### src/rtl/fnd_scan_drv.sv
// Multiplexed N-digit seven-segment scan driver; new frame data swaps in at frame boundaries only.
// Latency: all outputs registered, one cycle behind the scan state; load-to-display is up to one frame.
// Backpressure: none; a new i_load overwrites pending data. FND_SCAN_BRIGHT_EN adds PWM brightness.
module fnd_scan_drv #(
  parameter int DIGITS   = 6,
  parameter int SCAN_DIV = 50000
) (
  input  logic                  clk,
  input  logic                  rst_n,
  input  logic [7*DIGITS-1:0]   i_seg,
  input  logic [DIGITS-1:0]     i_dp,
  input  logic [DIGITS-1:0]     i_blank,
  input  logic                  i_load,
  input  logic [3:0]            i_bright,
  output logic                  o_busy,
  output logic                  o_frame,
  output logic [6:0]            o_seg,
  output logic                  o_seg_dp,
  output logic [DIGITS-1:0]     o_seg_enb
);

  localparam int DIV_W = (SCAN_DIV > 1) ? $clog2(SCAN_DIV) : 1;
  localparam int IDX_W = (DIGITS > 1) ? $clog2(DIGITS) : 1;
  localparam logic [DIV_W-1:0] DIV_LAST = DIV_W'(SCAN_DIV - 1);
  localparam logic [IDX_W-1:0] IDX_LAST = IDX_W'(DIGITS - 1);

  logic [DIV_W-1:0]        div_q, div_d;
  logic [IDX_W-1:0]        idx_q, idx_d;
  logic                    div_wrap;
  logic                    frame_end;

  logic [DIGITS-1:0][6:0]  sh_seg_q, sh_seg_d;
  logic [DIGITS-1:0]       sh_dp_q, sh_dp_d;
  logic [DIGITS-1:0]       sh_blank_q, sh_blank_d;
  logic [DIGITS-1:0][6:0]  disp_seg_q, disp_seg_d;
  logic [DIGITS-1:0]       disp_dp_q, disp_dp_d;
  logic [DIGITS-1:0]       disp_blank_q, disp_blank_d;
  logic                    pend_q, pend_d;

  logic                    slot_on;
  logic                    frame_q;
  logic [6:0]              seg_q, seg_d;
  logic                    seg_dp_q, seg_dp_d;
  logic [DIGITS-1:0]       enb_q, enb_d;

  assign div_wrap  = (div_q == DIV_LAST);
  assign frame_end = div_wrap && (idx_q == IDX_LAST);

  always_comb begin
    div_d = div_wrap ? '0 : div_q + 1'b1;
    idx_d = idx_q;
    if (div_wrap) begin
      idx_d = (idx_q == IDX_LAST) ? '0 : idx_q + 1'b1;
    end
  end

  // Apply before capture so a load on the boundary cycle leaves its own data pending.
  always_comb begin
    sh_seg_d     = sh_seg_q;
    sh_dp_d      = sh_dp_q;
    sh_blank_d   = sh_blank_q;
    disp_seg_d   = disp_seg_q;
    disp_dp_d    = disp_dp_q;
    disp_blank_d = disp_blank_q;
    pend_d       = pend_q;
    if (frame_end && pend_q) begin
      disp_seg_d   = sh_seg_q;
      disp_dp_d    = sh_dp_q;
      disp_blank_d = sh_blank_q;
      pend_d       = 1'b0;
    end
    if (i_load) begin
      sh_seg_d   = i_seg;
      sh_dp_d    = i_dp;
      sh_blank_d = i_blank;
      pend_d     = 1'b1;
    end
  end

`ifdef FND_SCAN_BRIGHT_EN
  localparam int SUB_LEN = SCAN_DIV / 16;
  localparam int SUB_W   = (SUB_LEN > 1) ? $clog2(SUB_LEN) : 1;
  localparam logic [SUB_W-1:0] SUB_LAST = SUB_W'(SUB_LEN - 1);

  logic [SUB_W-1:0] sub_q, sub_d;
  logic [3:0]       phase_q, phase_d;
  logic [3:0]       lvl_q, lvl_d;

  // phase_q tracks div / (SCAN_DIV/16) without a divider.
  always_comb begin
    sub_d   = sub_q;
    phase_d = phase_q;
    lvl_d   = lvl_q;
    if (div_wrap) begin
      sub_d   = '0;
      phase_d = '0;
    end else if (sub_q == SUB_LAST) begin
      sub_d   = '0;
      phase_d = phase_q + 1'b1;
    end else begin
      sub_d = sub_q + 1'b1;
    end
    if (div_q == '0) begin
      lvl_d = i_bright;
    end
  end

  always_ff @(posedge clk or negedge rst_n) begin
    if (!rst_n) begin
      sub_q   <= '0;
      phase_q <= '0;
      lvl_q   <= '0;
    end else begin
      sub_q   <= sub_d;
      phase_q <= phase_d;
      lvl_q   <= lvl_d;
    end
  end
`else
  logic unused_bright;
  assign unused_bright = ^i_bright;
`endif

  // Phase 0 is always lit, so the level register is only consulted after it has loaded.
  always_comb begin
    slot_on = ~disp_blank_q[idx_q];
`ifdef FND_SCAN_BRIGHT_EN
    if (phase_q > lvl_q) begin
      slot_on = 1'b0;
    end
`endif
    seg_d    = '0;
    seg_dp_d = 1'b0;
    enb_d    = '1;
    if (slot_on) begin
      seg_d        = disp_seg_q[idx_q];
      seg_dp_d     = disp_dp_q[idx_q];
      enb_d[idx_q] = 1'b0;
    end
  end

  always_ff @(posedge clk or negedge rst_n) begin
    if (!rst_n) begin
      div_q        <= '0;
      idx_q        <= '0;
      sh_seg_q     <= '0;
      sh_dp_q      <= '0;
      sh_blank_q   <= '0;
      disp_seg_q   <= '0;
      disp_dp_q    <= '0;
      disp_blank_q <= '0;
      pend_q       <= 1'b0;
      frame_q      <= 1'b0;
      seg_q        <= '0;
      seg_dp_q     <= 1'b0;
      enb_q        <= '1;
    end else begin
      div_q        <= div_d;
      idx_q        <= idx_d;
      sh_seg_q     <= sh_seg_d;
      sh_dp_q      <= sh_dp_d;
      sh_blank_q   <= sh_blank_d;
      disp_seg_q   <= disp_seg_d;
      disp_dp_q    <= disp_dp_d;
      disp_blank_q <= disp_blank_d;
      pend_q       <= pend_d;
      frame_q      <= frame_end;
      seg_q        <= seg_d;
      seg_dp_q     <= seg_dp_d;
      enb_q        <= enb_d;
    end
  end

  assign o_busy    = pend_q;
  assign o_frame   = frame_q;
  assign o_seg     = seg_q;
  assign o_seg_dp  = seg_dp_q;
  assign o_seg_enb = enb_q;

endmodule

### config.mk
export PLATFORM = sky130hd
export DESIGN_NAME = fnd_scan_drv
export DESIGN_NICKNAME = d
export VERILOG_FILES = /design/src/rtl/fnd_scan_drv.sv
export SDC_FILE = /design/constraint.sdc
export NUM_CORES = 1
export LEC_CHECK = 0
export ABC_AREA = 0
export CAP_MARGIN = 40
export CORE_MARGIN = 1
export CORE_UTILIZATION = 50
export CTS_CLUSTER_DIAMETER = 60
export DETAILED_ROUTE_END_ITERATION = 10
export PLACE_DENSITY = 0.76
export SLEW_MARGIN = 20
export SYNTH_ARGS = -nofsm -noshare
export SYNTH_HDL_FRONTEND = slang
export SYNTH_SLANG_ARGS = --single-unit
### constraint.sdc
create_clock -name clk -period 2 [get_ports clk]
set_input_delay 0.3 -clock clk [delete_from_list [all_inputs] [get_ports clk]]
set_output_delay 0.3 -clock clk [all_outputs]
set_load 0.05 [all_outputs]
==> flow_summary_export.csv, run 1 <==
group,metric,value,unit
run_status,status,"complete, but fails checks",
run_status,violations,"DRC, setup timing",
place,dpl_cell_area,7042,µm²
drt,antenna_left,0,
synthesis,synth_fp_nets,442,
setup_path,end_kind,"flip-flop",
clocking,clk_latency,0.42,ns
cells_and_area,final_cell_mix,"dfrtp_1, mux2_2, clkdlybuf4s50_1",
cells_and_area,final_area,7742,µm²
flow_run,maxCapViolCount,0,
floorplanning,fp.dieW,111.7,µm
place,portBuffers,72,
place,placed_cells,609,
floorplanning,num_rows,39,
place,dp_hpwl,7.596,mm
floorplanning,num_io_pins,77,
cells_and_area,drive_above_1_share,41.47,%
setup_path,crit_required,2.30,ns
drt,vias_per_cell,5.297,
drt,vias,3427,
floorplanning,start_util,52.07,%
timing,finalClockSkew,0.006441,ns
synthesis,yosysWarnings,0,
timing,relSlewSlack,62.94,%
cells_and_area,fillCellCount,802,
min_path,min_path_type,"primary input to async pin",
timing,fmaxAchievable,447.5,MHz
timing,fin_crit_sh,111.7,%
power_and_ir_drop,leakagePower,3.497,nW
setup_path,arrival,2.53,ns
setup_path,worstPathMaxFanout,12,
drt,wl_per_cell,18.10,µm
setup_path,rr_worst_depth,5,
clocking,cts-root-buf,"clkbuf_16",
timing,report.final.slew_viol_count,0,
setup_path,slowest_delay,0.56,ns
power_and_ir_drop,p_per_area,833.8,nW/µm²
cells_and_area,syn2layout_area_growth,28.57,%
setup_path,crit_chain,"or4bb_1 > nor4_2 > and4_4 > buf_12 > mux2_4",
drt,wirelength,11.71,mm
timing,setup_ws,-0.2348,ns
drt,drc,3,
floorplanning,core_area,11560,µm²
timing,rsz0062_at_grt,"true",
clocking,clk_pin_slew,0.05,ns
global_route,grt_start_max_net_pins,60,
timing,hold_violations,0,
clocking,cts_tree,"done",
cells_and_area,diodes,0,
synthesis,yosys.area.top_type,"dfrtp_1",
global_route,overflow,0,
clocking,h-tree-depth,4,
clocking,clock-sinks,143,
global_route,antenna_found_initial,0,
place,place_ws,-0.1750,ns
synthesis,synth_top_area_share,56.93,%
synthesis,synth_cell_types,29,
clocking,cts.path.max_buffers,2,
synthesis,synth-seq-cells,143,
floorplanning,die_h,111.7,µm
timing,fin_crit,2.235,ns
timing,finalSetupViolCount,59,
drt,firstDrtPassIters,7,
synthesis,netlist_area,6022,µm²
synthesis,synth.avg_cell_area,15.85,µm²
place,gp_congestion,0.7514,
setup_path,crit_family,"simple AND/OR/NAND/NOR gates",
setup_path,r2r_end,"disp_seg_q[12]$_DFFE_PN0P_",
global_route,grt_pass1_vias,3757,
synthesis,synthTopCellsByArea,"dfrtp_1, mux2_2, mux2_4, mux4_2, dfstp_2",
global_route,track_usage,20.58,%
synthesis,seq_area_frac_synth,59.55,%
setup_path,regToRegSetupSlack,-0.23,ns
power_and_ir_drop,vdd_drop_max,0.5241,mV
cells_and_area,final_common_cell,"dfrtp_1",
synthesis,synth_cells,380,
setup_path,r2r_start,"div_q[13]$_DFF_PN0_",
cells_and_area,stdcell_count,647,
timing,tightestPinTransition,0.5559,ns
global_route,grt_pass1_wl,19.43,mm
setup_path,criticalPathCategory,"flip-flop to flip-flop",
floorplanning,die_area,12490,µm²
drt,drtIter0Drc,178,
setup_path,critPathBufInv,1,
setup_path,cp_slowest_cell,"or4bb_1",
clocking,cts_inserted_buffers,17,
setup_path,start_kind,"flip-flop",
cells_and_area,finalNetCount,554,
[cell usage after synthesis]
| cell type | count |
|---|---|
| a22o_1 | 1 |
| a22oi_1 | 8 |
| and3_1 | 2 |
| and4_1 | 1 |
| buf_12 | 5 |
| buf_2 | 3 |
| buf_6 | 1 |
| clkbuf_1 | 10 |
| clkinv_1 | 1 |
| dfrtp_1 | 137 |
| dfstp_2 | 6 |
| ha_1 | 1 |
| inv_1 | 3 |
| mux2_2 | 69 |
| mux2_4 | 50 |
| mux4_2 | 9 |
| nand2_1 | 7 |
| nand3_1 | 6 |
| nand3b_1 | 3 |
| nand4_1 | 3 |
| nor2_1 | 23 |
| nor2b_1 | 2 |
| nor3_1 | 5 |
| nor4_1 | 5 |
| o21bai_1 | 1 |
| or4b_1 | 1 |
| or4bb_1 | 2 |
| xnor2_1 | 7 |
| xor2_1 | 8 |
[flip-flops by register name, summed over array words and instances, names as in the netlist]
register	count
disp_seg_q	42
sh_seg_q	42
div_q	16
o_seg	7
disp_blank_q	6
disp_dp_q	6
o_seg_enb	6
sh_blank_q	6
sh_dp_q	6
idx_q	3
o_busy	1
o_frame	1
o_seg_dp	1
[kinds of logic after synthesis]
kind of cell / after synthesis / synth area share, %
xor+xnor: 15 / 2.182
simple gates: 60 / 5.090
compound gates: 10 / 1.268
fa+ha+maj: 1 / 0.2077
flops: 143 / 59.55
mux: 128 / 28.73
buf+inv: 23 / 2.971
[per-stage QoR]
| stage | TNS (ns) | util (%) | total power, mW | hold slack (ns) |
|---|---|---|---|---|
| 6_report | -11.67 | 66.95 | 6.455 | 0.4312 |
| 5_1_grt | -17.13 | 66.95 | 6.690 | 0.4487 |
| 4_1_cts | -8.384 | 66.29 | 6.528 | 0.4242 |
| 3_5_place_dp | -8.009 | 60.89 | 3.458 | 0.3117 |
| 3_3_place_gp | -8.108 | 60.89 | 3.441 | 0.3070 |
| 2_1_floorplan | -4.324 | - | 3.229 | 0.004409 |
[routing by layer]
layer  up-vias  part of all wire, %  GRT usage (%)
met5         -                    0              0
met4         0                  2.4          9.910
met3        23                  4.7          5.444
met2        84                   48          32.30
met1      1739                   45          26.72
li1       1581                    -              -
[area by class of cell]
class	count	area (µm²)	share of cell area [%]
Sequential cell	143	3586	46.32
Multi-Input combinational cell	214	2285	29.51
Timing Repair Buffer	112	1097	14.17
Clock buffer	20	466.7	6.028
Tap cell	143	178.9	2.311
Clock inverter	11	113.9	1.471
Inverter	4	15.01	0.1939
[worst register-to-register path, stage by stage, from the launching register on]
cell and delay (ns):
dfrtp_1 0.38, or4bb_1 0.56, nor4_2 0.27, and4_4 0.40
buf_12 0.20, mux2_4 0.32
[what timing repair did]
action                     CTS  global route
hold endpoints to repair    50             0
setup endpoints to repair   59            55
pin swaps                    0             1
hold buffers                 1             0
cloned                       0             2
setup buffers                3             1
gates resized for setup     11             8
[how the worst max path moves through the flow]
| stage | from | slack (ns) | cells after the start | endpoint |
|---|---|---|---|---|
| floorplan | div_q[13]$_DFF_PN0_ | -0.09 | 6 | disp_blank_q[0]$_DFFE_PN0P_ |
| CTS | div_q[13]$_DFF_PN0_ | -0.20 | 5 | disp_seg_q[10]$_DFFE_PN0P_ |
| detailed placement | div_q[13]$_DFF_PN0_ | -0.17 | 5 | disp_seg_q[12]$_DFFE_PN0P_ |
| global placement | div_q[4]$_DFF_PN0_ | -0.17 | 5 | disp_seg_q[34]$_DFFE_PN0P_ |
| global route | div_q[13]$_DFF_PN0_ | -0.33 | 5 | disp_seg_q[12]$_DFFE_PN0P_ |
| finish | div_q[13]$_DFF_PN0_ | -0.23 | 5 | disp_seg_q[12]$_DFFE_PN0P_ |
[power breakdown]
part	switching [mW]	total, mW	internal (mW)
Sequential	0.0678	3.07	3.01
Combinational	0.122	0.330	0.208
Clock	1.14	3.05	1.91
Total	1.33	6.46	5.13
(Power assumes the default switching activity.)
==> run 2, diff against run 1 <==
--- a/config.mk
+++ b/config.mk
@@ -7,11 +7,13 @@
 export LEC_CHECK = 0
 export ABC_AREA = 0
 export CAP_MARGIN = 40
+export CORE_ASPECT_RATIO = 1.4
 export CORE_MARGIN = 1
 export CORE_UTILIZATION = 50
 export CTS_CLUSTER_DIAMETER = 60
 export DETAILED_ROUTE_END_ITERATION = 10
 export PLACE_DENSITY = 0.76
+export SKIP_LAST_GASP = 1
 export SLEW_MARGIN = 20
 export SYNTH_ARGS = -nofsm -noshare
 export SYNTH_HDL_FRONTEND = slang
==> flow_summary_export.csv, run 2 (synthesized netlist as in run 1, its figures left out) <==
group,metric,value,unit
run_status,status,"complete, but fails checks",
run_status,violations,"setup timing",
floorplanning,num_rows,47,
cells_and_area,stdcell_count,646,
setup_path,crit_required,2.29,ns
timing,fin_crit,2.390,ns
timing,tightestPinTransition,0.5172,ns
drt,vias_per_cell,5.215,
drt,firstDrtPassIters,4,
timing,rsz0062_at_grt,"true",
place,dp_hpwl,7.558,mm
clocking,cts_tree,"done",
power_and_ir_drop,leakagePower,3.500,nW
power_and_ir_drop,p_per_area,854.4,nW/µm²
clocking,cts_inserted_buffers,17,
cells_and_area,final_cell_mix,"dfrtp_1, mux2_2, clkdlybuf4s50_1",
global_route,overflow,0,
clocking,cts.path.max_buffers,2,
timing,relSlewSlack,65.20,%
drt,antenna_left,0,
timing,hold_violations,0,
floorplanning,start_util,51.20,%
setup_path,arrival,2.68,ns
setup_path,start_kind,"flip-flop",
min_path,min_path_type,"primary input to async pin",
setup_path,criticalPathCategory,"flip-flop to flip-flop",
drt,vias,3369,
setup_path,worstPathMaxFanout,20,
global_route,antenna_found_initial,0,
flow_run,maxCapViolCount,0,
power_and_ir_drop,vdd_drop_max,0.5660,mV
global_route,track_usage,20.68,%
global_route,grtUsageMet3,5.479,%
timing,report.final.slew_viol_count,0,
timing,fin_crit_sh,119.5,%
cells_and_area,final_util,65.82,%
cells_and_area,diodes,0,
global_route,grt.met1_usage,25.74,%
cells_and_area,reg.largest.list,"disp_seg_q (42), sh_seg_q (42), div_q (16)",
place,placed_cells,612,
drt,wirelength,11.49,mm
setup_path,crit_start,"div_q[13]$_DFF_PN0_",
place,portBuffers,72,
global_route,grt_pass1_wl,19.18,mm
cells_and_area,finalNetCount,549,
floorplanning,die_h,131.9,µm
setup_path,r2r_start,"div_q[13]$_DFF_PN0_",
drt,drc,0,
clocking,clk_pin_slew,0.06,ns
setup_path,end_kind,"flip-flop",
timing,setup_ws,-0.3899,ns
drt,drtIter0Drc,169,
timing,finalClockSkew,0.006179,ns
clocking,clk_latency,0.41,ns
drt,wl_per_cell,17.78,µm
global_route,busiest_layer,"met2",
global_route,met2_usage,34.65,%
global_route,grt_start_max_net_pins,56,
timing,fin_tns_setup,-20.25,ns
place,gp_congestion,0.7557,
floorplanning,core_area,11760,µm²
cells_and_area,syn2layout_area_growth,28.55,%
clocking,clock-sinks,143,
cells_and_area,final_common_cell,"dfrtp_1",
global_route,grt_pass1_vias,3684,
clocking,h-tree-depth,4,
floorplanning,fp.dieW,94.75,µm
place,place_ws,-0.4425,ns
cells_and_area,fillCellCount,837,
floorplanning,die_area,12490,µm²
timing,fmaxAchievable,418.4,MHz
floorplanning,num_io_pins,77,
timing,fin_hold_ws,0.4002,ns
timing,finalSetupViolCount,63,
cells_and_area,drive_above_1_share,40.88,%
clocking,cts-root-buf,"clkbuf_16",
==> run 2: changes by cell type in the layout (fill, tap and decap cells not counted), sizes merged <==
cell | before | now
clkbuf | 21 | 22
clkinv | 7 | 5
bufinv | 2 | 3
inv | 4 | 3
buf | 40 | 36
==> run 2: metal layers <==
metal	vias to the layer above	wire length, µm
met1	1708	4732
li1	1565	-
met2	81	6140
met3	15	421
met4	0	193
met5	-	0
==> run 2: cell type report <==
class                      instances  area, µm²  area share [%]
inverter                           4      15.01          0.1940
clock inverter                     9      132.6           1.713
timing repair buffer             107       1054           13.61
sequential                       143       3586           46.32
clock buffer                      22      484.2           6.255
multi-input combinational        214       2286           29.53
tap                              147      183.9           2.376
==> run 2: critical path: stages, from the launching register on <==
cell and delay (ns):
dfrtp_1 0.39, or4bb_4 0.58, nor4_4 0.30, buf_4 0.15
and4_4 0.31, buf_12 0.21, mux2_4 0.32
==> run 2: through the flow <==
| step | cell area (µm²) | power, mW |
|---|---|---|
| 4_1_cts | 7715 | 6.683 |
| 5_1_grt | 7741 | 6.864 |
| 3_5_place_dp | 7077 | 3.458 |
| 2_1_floorplan | 6022 | 3.229 |
| 6_report | 7741 | 6.614 |
| 3_3_place_gp | 7077 | 3.444 |
==> run 2: power breakdown <==
group          switching [mW]  internal (mW)  leakage (nW)
Clock                    1.13           2.09         0.298
Combinational           0.118          0.207          1.37
Sequential             0.0696           3.01          1.83
==> run 2: worst paths after layout <==
check | endpoint | slack, ns | cells after the start
setup / recovery | disp_seg_q[16]$_DFFE_PN0P_ | -0.39 | 6
hold / removal | sh_seg_q[6]$_DFFE_PN0P_ | 0.40 | 2
setup reg to reg | disp_seg_q[16]$_DFFE_PN0P_ | -0.39 | 6
hold reg to reg | disp_seg_q[32]$_DFFE_PN0P_ | 0.50 | 1
max in group asynchronous | o_seg_enb[3]$_DFF_PN1_ | 0.93 | 3
min in group clk | o_busy$_DFFE_PN0P_ | 0.45 | 3
==> run 2: repair_timing <==
action | 4_1_cts | 5_1_grt
hold buffers | 1 | 0
gates resized for setup | 9 | 3
buffers inserted | 0 | 2
endpoints found under the hold margin | 47 | 0
setup endpoints to repair | 64 | 64
